**src/rtl/mem_arbiter.sv**
```systemverilog
`default_nettype none
// ============================================================================
// Module   : mem_arbiter
// Purpose  : Shares one fixed-latency memory bus between NUM_CH requesters
//            (ch0 = instruction fetch, ch1 = data, further channels for
//            DMA/debug). Round-robin or fixed-priority arbitration. Each access
//            runs IDLE -> ACCESS (MEM_LATENCY cycles) -> DONE (1 cycle).
// Ports    : clk, reset        clock (rising edge), synchronous active-high reset
//            req/we            per-channel request level and write enable
//            addr/wdata        flattened per-channel operands, ch k at [k*W +: W]
//            gnt/done          one-hot grant / completion pulses
//            rdata             captured read data, valid while done is high
//            mem_readM/
//            mem_writeM        memory strobes, held for the whole ACCESS phase
//            mem_address/
//            mem_wdata         latched operands driven to memory
//            mem_rdata         memory read data, valid in the last ACCESS cycle
//            busy              high in ACCESS and DONE
//            access_count      completed-access counter (wraps)
// Revision : 1.0 - initial release
// ============================================================================
module mem_arbiter #(
  parameter int WORD_SIZE   = 16,
  parameter int NUM_CH      = 2,
  parameter int MEM_LATENCY = 2,
  parameter int RR_MODE     = 1
) (
  input  logic                        clk,
  input  logic                        reset,
  input  logic [NUM_CH-1:0]           req,
  input  logic [NUM_CH-1:0]           we,
  input  logic [NUM_CH*WORD_SIZE-1:0] addr,
  input  logic [NUM_CH*WORD_SIZE-1:0] wdata,
  output logic [NUM_CH-1:0]           gnt,
  output logic [NUM_CH-1:0]           done,
  output logic [WORD_SIZE-1:0]        rdata,
  output logic                        mem_readM,
  output logic                        mem_writeM,
  output logic [WORD_SIZE-1:0]        mem_address,
  output logic [WORD_SIZE-1:0]        mem_wdata,
  input  logic [WORD_SIZE-1:0]        mem_rdata,
  output logic                        busy,
  output logic [WORD_SIZE-1:0]        access_count
);

  localparam int CH_W  = (NUM_CH > 1) ? $clog2(NUM_CH) : 1;
  localparam int CNT_W = (MEM_LATENCY > 1) ? $clog2(MEM_LATENCY) : 1;

  localparam logic [CNT_W-1:0] CNT_LAST  = CNT_W'(MEM_LATENCY - 1);
  localparam logic [CH_W-1:0]  LAST_INIT = CH_W'(NUM_CH - 1);

  localparam logic [1:0] ST_IDLE   = 2'd0;
  localparam logic [1:0] ST_ACCESS = 2'd1;
  localparam logic [1:0] ST_DONE   = 2'd2;

  logic [1:0]           r_state;
  logic [1:0]           w_next_state;
  logic [CNT_W-1:0]     r_cnt;
  logic [CH_W-1:0]      r_ch;
  logic                 r_we;
  logic [WORD_SIZE-1:0] r_addr;
  logic [WORD_SIZE-1:0] r_wdata;
  logic [CH_W-1:0]      r_last;
  logic [WORD_SIZE-1:0] r_rdata;
  logic [WORD_SIZE-1:0] r_count;

  logic                 w_any;
  logic [CH_W-1:0]      w_win;
  logic [CH_W-1:0]      w_lo;
  logic                 w_hi_v;
  logic [CH_W-1:0]      w_hi;

  // --------------------------------------------------------------------------
  // Arbitration. Round-robin is split into two searches: the lowest requesting
  // index strictly above the last winner, falling back to the lowest
  // requesting index overall (the wrap-around case). The descending scan
  // leaves the lowest matching index in each result.
  // --------------------------------------------------------------------------
  always_comb begin
    w_any  = |req;
    w_lo   = '0;
    w_hi   = '0;
    w_hi_v = 1'b0;
    for (int i = NUM_CH - 1; i >= 0; i--) begin
      if (req[i]) begin
        w_lo = CH_W'(i);
        if (i > int'(r_last)) begin
          w_hi   = CH_W'(i);
          w_hi_v = 1'b1;
        end
      end
    end
    if ((RR_MODE != 0) && w_hi_v) begin
      w_win = w_hi;
    end else begin
      w_win = w_lo;
    end
  end

  // --------------------------------------------------------------------------
  // State register
  // --------------------------------------------------------------------------
  always_ff @(posedge clk) begin
    if (reset) begin
      r_state <= ST_IDLE;
    end else begin
      r_state <= w_next_state;
    end
  end

  // --------------------------------------------------------------------------
  // Next-state logic. DONE never arbitrates, so an access costs
  // MEM_LATENCY+2 cycles including the IDLE arbitration cycle.
  // --------------------------------------------------------------------------
  always_comb begin
    w_next_state = r_state;
    case (r_state)
      ST_IDLE:   if (w_any) w_next_state = ST_ACCESS;
      ST_ACCESS: if (r_cnt == CNT_LAST) w_next_state = ST_DONE;
      ST_DONE:   w_next_state = ST_IDLE;
      default:   w_next_state = ST_IDLE;
    endcase
  end

  // --------------------------------------------------------------------------
  // Datapath: operand latch at grant, access cycle counter, read capture and
  // completion counter.
  // --------------------------------------------------------------------------
  always_ff @(posedge clk) begin
    if (reset) begin
      r_cnt   <= '0;
      r_ch    <= '0;
      r_we    <= 1'b0;
      r_addr  <= '0;
      r_wdata <= '0;
      r_last  <= LAST_INIT;
      r_rdata <= '0;
      r_count <= '0;
    end else begin
      case (r_state)
        ST_IDLE: begin
          r_cnt <= '0;
          if (w_any) begin
            r_ch    <= w_win;
            r_we    <= we[w_win];
            r_addr  <= addr[int'(w_win)*WORD_SIZE +: WORD_SIZE];
            r_wdata <= wdata[int'(w_win)*WORD_SIZE +: WORD_SIZE];
            if (RR_MODE != 0) begin
              r_last <= w_win;
            end
          end
        end
        ST_ACCESS: begin
          r_cnt <= r_cnt + 1'b1;
          if (r_cnt == CNT_LAST) begin
            if (!r_we) begin
              r_rdata <= mem_rdata;
            end
            r_count <= r_count + 1'b1;
          end
        end
        default: begin
          r_cnt <= '0;
        end
      endcase
    end
  end

  // --------------------------------------------------------------------------
  // Outputs. gnt is tied to the first ACCESS cycle (counter still zero).
  // --------------------------------------------------------------------------
  always_comb begin
    gnt        = '0;
    done       = '0;
    mem_readM  = 1'b0;
    mem_writeM = 1'b0;
    busy       = 1'b0;
    for (int i = 0; i < NUM_CH; i++) begin
      gnt[i]  = (r_state == ST_ACCESS) && (r_cnt == '0) && (r_ch == CH_W'(i));
      done[i] = (r_state == ST_DONE) && (r_ch == CH_W'(i));
    end
    if (r_state == ST_ACCESS) begin
      mem_readM  = !r_we;
      mem_writeM = r_we;
    end
    busy = (r_state == ST_ACCESS) || (r_state == ST_DONE);
  end

  assign mem_address  = r_addr;
  assign mem_wdata    = r_wdata;
  assign rdata        = r_rdata;
  assign access_count = r_count;

endmodule
`default_nettype wire

```
**config.mk**
```make
export PLATFORM = sky130hd
export DESIGN_NAME = mem_arbiter
export DESIGN_NICKNAME = d
export VERILOG_FILES = /design/src/rtl/mem_arbiter.sv
export SDC_FILE = /design/constraint.sdc
export NUM_CORES = 1
export LEC_CHECK = 0
export CORE_MARGIN = 1.5
export CORE_UTILIZATION = 40
export CTS_BUF_LIST = sky130_fd_sc_hd__clkbuf_4
export DETAILED_ROUTE_END_ITERATION = 16
export PLACE_DENSITY = 0.81
export SYNTH_ARGS = -nofsm -noshare
export SYNTH_HDL_FRONTEND = slang
export SYNTH_SLANG_ARGS = --single-unit
export TNS_END_PERCENT = 20
```
**constraint.sdc**
```tcl
create_clock -name clk -period 3.95 [get_ports clk]
set_input_delay 1.185 -clock clk [delete_from_list [all_inputs] [get_ports clk]]
set_output_delay 1.185 -clock clk [all_outputs]
set_load 0.01 [all_outputs]
```
==> impl_metrics.csv, run 1 <==
group,metric,value,unit
run_status,status,"finished clean",
clock_network,cts_resized,0,
critical_path,required,2.76,ns
drt,route.detailed.drc,0,
sta,finalSetupViolations,0,
clock_network,cts.sinks,70,
clock_network,cts_tree,"done",
global_route,grt_pass1_vias,2738,
clock_network,cts_root_buf,"clkbuf_4",
sta,max_slew_margin,0.334,
drt,vias_per_cell,4.98,
logic_synthesis,synth_async_sr_flop_share,0,
critical_path,worstPathArrival,2.13,ns
logic_synthesis,ys_top_cells_by_count,"dfxtp_1, nor2_1, nand2_1, mux2i_1, a211oi_1",
sta,post-route-period-util,0.839,
critical_path,cp-end-kind,"output pin",
worst_hold_path,hp-class,"flop to flop",
sta,finalSetupTns,0,ns
global_route,grt_pass1_wl,12100,microns
pwr,p_comb_frac,0.329,
floorplanning,core-area,0.00725,sq mm
clock_network,clock_latency,0.40,ns
pwr,powerDensity,375,mW/mm^2
floorplanning,die-height,89.7,microns
drt,finalWirelength,7830,microns
drt,dr.pass1.iters,4,
logic_synthesis,synth_top_cell_by_area,"dfxtp_1",
logic_synthesis,avgSynthCellArea,8.99,sq um
logic_synthesis,synth_cells,334,
logic_synthesis,synth_fa_ha_area_frac,0.0208,
floorplanning,die_w,89.7,microns
sta,post-route-min-period,3.31,ns
pwr,p_clk_frac,0.200,
logic_synthesis,synth_ff_type,"dfxtp_1",
drt,drtIter0Drc,64,
floorplanning,start_util,0.414,
final_layout,nets,572,
sta,hold_viol,0,
logic_synthesis,synth_edf_count,0,
drt,postRouteAntennaNets,0,
placement,port_buffers,156,
final_layout,utilization,0.654,
pwr,p_leak,1.74,nW
critical_path,start_kind,"flop",
final_layout,areaGrowthSynthToFinish,58.0,%
logic_synthesis,yosys_warnings,0,
logic_synthesis,synthTopCellsByArea,"dfxtp_1, mux2i_1, a211oi_1",
placement,dp_hpwl,6010,microns
logic_synthesis,synthDominantCellAreaShare,0.466,
floorplanning,die_area,0.00804,sq mm
clock_network,clock_path_buffers,2,
sta,worst_pin_slew,0.995,ns
pwr,intPower,1.25,mW
final_layout,layout-drive-gt1-share,0.0495,
floorplanning,ios,157,
placement,gp_congestion,0.765,
logic_synthesis,syn_nets,425,
logic_synthesis,synth_top_family_by_area,"simple AND/OR/NAND/NOR gates",
logic_synthesis,seq_area_frac_synth,0.466,
critical_path,crit_path_max_fanout,9,
pwr,switchingPower,0.533,mW
logic_synthesis,synth-compound-area-share,0.137,
drt,wl_per_cell,13.4,microns
job,cap_viol_max_count,0,
logic_synthesis,synth.most_common_cell,"dfxtp_1",
logic_synthesis,synth_cell_type_count,33,
clock_network,cts_inserted_buffers,9,
logic_synthesis,synth-seq-cells,70,
global_route,grt_max_degree,45,
drt,vias,2908,
clock_network,post_cts_buffers,0,
sta,finClkSkew,0.0116,ns
sta,clock.fmax,0.302,GHz
logic_synthesis,post_synth_and_or_nand_nor_area_fraction,0.195,
global_route,antenna_found_initial,0,
pwr,switching_share,0.300,
sta,rsz0062_at_grt,"false",
clock_network,h-tree-depth,3,
logic_synthesis,muxShareOfSynthArea,0.113,
floorplanning,rows,31,
global_route,grtUsageTotal,0.194,
sta,finalMaxSlewViolations,0,
final_layout,antenna_cells,0,
clock_network,cts_hold_buffers,0,
pwr,seqPwrFrac,0.471,
critical_path,crit_type,"flop to output pin",
logic_synthesis,synth_xor_area_frac,0.0321,
clock_network,clk_pin_slew,0.10,ns
logic_synthesis,synth_area,0.00300,sq mm
global_route,overflow,0,
pwr,vdd_drop_max,0.205,mV
==> critical path, stage by stage, from the launching register on <==
cell and delay, ns:
dfxtp_1 0.34, inv_1 0.11, ha_1 0.31, nor2b_1 0.25, and2_1 0.18, clkdlybuf4s50_1 0.54
==> flip-flops by register name, indices dropped and copies added, names as in the netlist <==
signal,flops
r_we,1
rdata,16
mem_address,16
r_last,1
r_state,2
access_count,16
r_ch,1
mem_wdata,16
r_cnt,1
==> worst paths after layout <==
check,startpoint,to,slack [ns],cells past startpoint
hold reg to reg,rdata[4]$_SDFFE_PP0P_,rdata[4]$_SDFFE_PP0P_,0.46,2
hold / removal,rdata[4]$_SDFFE_PP0P_,rdata[4]$_SDFFE_PP0P_,0.46,2
setup / recovery,r_state[1]$_SDFFE_PP0P_,gnt[1],0.64,5
setup reg to reg,r_state[1]$_SDFFE_PP0P_,rdata[10]$_SDFFE_PP0P_,1.84,6
==> cells in the final DEF, fill, tap and decap left out, types with 3 or more instances in the layout <==
cell and count:
clkinv_1 4, xor2_1 6, ha_1 5, nor2_1 50, buf_4 3, or3_1 5
nand2_1 38, o21ai_0 4, inv_1 3, dfxtp_1 70, nor2b_1 3, nand3_1 5
xnor2_1 5, clkdlybuf4s50_1 155, clkbuf_4 11, a21oi_1 24, and2_1 4, a211oi_1 33
mux2i_1 34, nand4_1 3
==> stage by stage <==
stage	power, mW	cell area, sq um	setup WS [ns]	cells	hold slack, ns
floorplan	1.13	3000	1.68	334	0.480
global placement	1.43	4650	0.986	569	0.441
detailed placement	1.45	4650	0.916	569	0.446
CTS	1.80	4750	0.629	584	0.459
global route	1.89	4750	0.506	584	0.477
finish	1.78	4750	0.637	584	0.457
==> layer usage <==
| layer | GRT usage | vias up | routed length (microns) |
|---|---|---|---|
| li1 | - | 1453 | - |
| met1 | 0.207 | 1313 | 3030 |
| met2 | 0.339 | 125 | 3850 |
| met3 | 0.0832 | 17 | 810 |
| met4 | 0.0755 | 0 | 147 |
| met5 | 0 | - | 0 |
==> layout make-up <==
class                           count  area [sq um]
Clock buffer                       11          82.6
Clock inverter                      4          15.0
Fill cell                         615          2510
Inverter                            3          11.3
Multi-Input combinational cell    237          1510
Sequential cell                    70          1400
Tap cell                           99           124
Timing Repair Buffer              160          1600
==> cells by family (layout without fill, tap and decap cells) <==
| family | count (synthesis) | count (layout) |
|---|---|---|
| DFF | 70 | 70 |
| xor gates and xnor gates | 11 | 11 |
| and+or+nand+nor | 123 | 123 |
| buffers and inverters | 27 | 178 |
| adders and majority gates | 5 | 5 |
| AOI/OAI and AO/OA | 64 | 64 |
| muxes | 34 | 34 |
==> power by group through the flow <==
stage	Clock, mW	Combinational (mW)	Sequential (mW)
after floorplan	0	0.246	0.881
after global placement	0	0.574	0.852
after detailed placement	0	0.591	0.854
after CTS	0.370	0.593	0.838
after global routing	0.397	0.639	0.849
final	0.355	0.586	0.838
Note: power is estimated with default switching activity, not from simulation.
==> inputs of run 2 (changes only) <==
Clock period 3.95 ns to 3.35 ns, I/O delays scaled along.
==> run 2 against run 1 <==
  * Die area is the same
  * Cell count shrank 0.17%
  * Non-clock buffer count shrank 1
  * Critical endpoint unchanged
  * Largest cell class unchanged
  * Highest routed layer unchanged
==> impl_metrics.csv, run 2 (synthesized netlist as in run 1, its figures left out) <==
group,metric,value,unit
drt,drtIter0Drc,54,
clock_network,clock_path_buffers,2,
sta,finalMaxSlewViolations,0,
clock_network,clock_latency,0.39,ns
critical_path,cpPeakStageDelay,0.54,ns
final_layout,nets,571,
floorplanning,die-height,89.7,microns
clock_network,cts_tree,"done",
floorplanning,start_util,0.414,
worst_hold_path,min_path_cells,2,
drt,postRouteAntennaNets,0,
worst_hold_path,hp-class,"flop to flop",
placement,gp_congestion,0.764,
clock_network,cts_root_buf,"clkbuf_4",
global_route,grt_pass1_vias,2640,
critical_path,crit_type,"flop to output pin",
final_layout,areaGrowthSynthToFinish,58.4,%
final_layout,multi_input_area,0.00151,sq mm
clock_network,cts_inserted_buffers,9,
critical_path,cp_num_buf_inv,2,
floorplanning,ios,157,
critical_path,crit_slowest_cell,"clkdlybuf4s50_1",
placement,dpl.cell_count,568,
drt,vias,2862,
drt,route.detailed.drc,0,
critical_path,worstPathArrival,2.04,ns
sta,finClkSkew,0.0173,ns
sta,post-route-min-period,3.04,ns
final_layout,layout-drive-gt1-share,0.0517,
job,cap_viol_max_count,0,
pwr,powerDensity,443,mW/mm^2
sta,hold_viol,0,
pwr,vdd_drop_max,0.189,mV
clock_network,cts_hold_buffers,0,
critical_path,worstPathCellList,"inv_1, ha_1, nor2b_1, and2_1, clkdlybuf4s50_1",
final_layout,antenna_cells,0,
global_route,grt_max_degree,49,
clock_network,clk_pin_slew,0.10,ns
global_route,grt_pass1_wl,11900,microns
global_route,overflow,0,
critical_path,required,2.34,ns
critical_path,worst-path-stages,5,
floorplanning,rows,31,
clock_network,h-tree-depth,3,
sta,finalSetupTns,0,ns
final_layout,n_fill_cell,621,
placement,dp_hpwl,5770,microns
global_route,antenna_found_initial,0,
critical_path,worst_r2r_path_depth,6,
pwr,p_leak,1.74,nW
critical_path,start_kind,"flop",
sta,worst_pin_slew,1.08,ns
floorplanning,die_w,89.7,microns
sta,clock.fmax,0.329,GHz
final_layout,final_cell_mix,"clkdlybuf4s50_1, dfxtp_1, nor2_1, nand2_1, mux2i_1",
clock_network,cts.sinks,70,
run_status,status,"finished clean",
sta,max_slew_margin,0.277,
drt,dr.pass1.iters,4,
drt,vias_per_cell,4.91,
placement,port_buffers,156,
global_route,grtUsageTotal,0.189,
final_layout,seqCellArea,0.00140,sq mm
final_layout,final_common_cell,"clkdlybuf4s50_1",
drt,wl_per_cell,13.1,microns
floorplanning,die_area,0.00804,sq mm
sta,post-route-period-util,0.908,
final_layout,final_cells,583,
critical_path,cp-end-kind,"output pin",
sta,finalSetupViolations,0,
clock_network,cts_resized,0,
sta,rsz0062_at_grt,"false",
drt,finalWirelength,7640,microns
clock_network,post_cts_buffers,0,
floorplanning,core-area,0.00725,sq mm
critical_path,crit_path_max_fanout,9,
critical_path,cp_top_family,"buffers and inverters",
-- run 2: changes by cell type in the layout (fill, tap and decap cells not counted), sizes merged --
cell      previous run  this run
clkinvlp             0         2
clkinv               4         3
clkbuf              11        10
buf                  5         4
-- run 2: report_power, final --
group	leakage [nW]	switching (mW)	internal, mW	total, mW
Sequential	0.574	0.0578	0.930	0.988
Clock	0.0533	0.278	0.151	0.429
Combinational	1.11	0.306	0.383	0.689
-- run 2: metal layers --
metal,vias to the layer above,routed length (microns),GRT usage,part of all wire
met5,-,0,0,0
met1,1298,3230,0.219,0.42
met3,4,675,0.0548,0.088
li1,1450,-,-,-
met4,0,42,0.0657,0.0055
met2,110,3680,0.334,0.48
-- run 2: worst paths after layout --
check | start | endpoint | slack (ns)
worst min register to register | rdata[10]$_SDFFE_PP0P_ | rdata[10]$_SDFFE_PP0P_ | 0.46
worst min-delay path | rdata[10]$_SDFFE_PP0P_ | rdata[10]$_SDFFE_PP0P_ | 0.46
worst max register to register | r_state[1]$_SDFFE_PP0P_ | rdata[1]$_SDFFE_PP0P_ | 1.24
worst max-delay path | r_state[1]$_SDFFE_PP0P_ | gnt[1] | 0.31
-- run 2: tightest hold or removal path: stages (launching register included) --
cell,delay (ns)
dfxtp_1,0.32
nand2_1,0.05
a21oi_1,0.05
-- run 2: through the flow --
stage / power, mW / cell area, sq um / util / hold WS (ns) / setup slack [ns]
after floorplan: 1.33 / 3000 / - / 0.480 / 1.26
after global placement: 1.68 / 4650 / 0.642 / 0.441 / 0.604
after detailed placement: 1.70 / 4650 / 0.642 / 0.447 / 0.576
after CTS: 2.14 / 4760 / 0.656 / 0.461 / 0.263
after global routing: 2.24 / 4760 / 0.656 / 0.482 / 0.169
final: 2.11 / 4760 / 0.656 / 0.458 / 0.307
-- run 2: layout make-up --
class	count	area share
inverter	3	0.00237
multi-input combinational	237	0.318
clock inverter	5	0.00579
tap	99	0.0260
clock buffer	10	0.0158
timing repair buffer	159	0.337
sequential	70	0.295
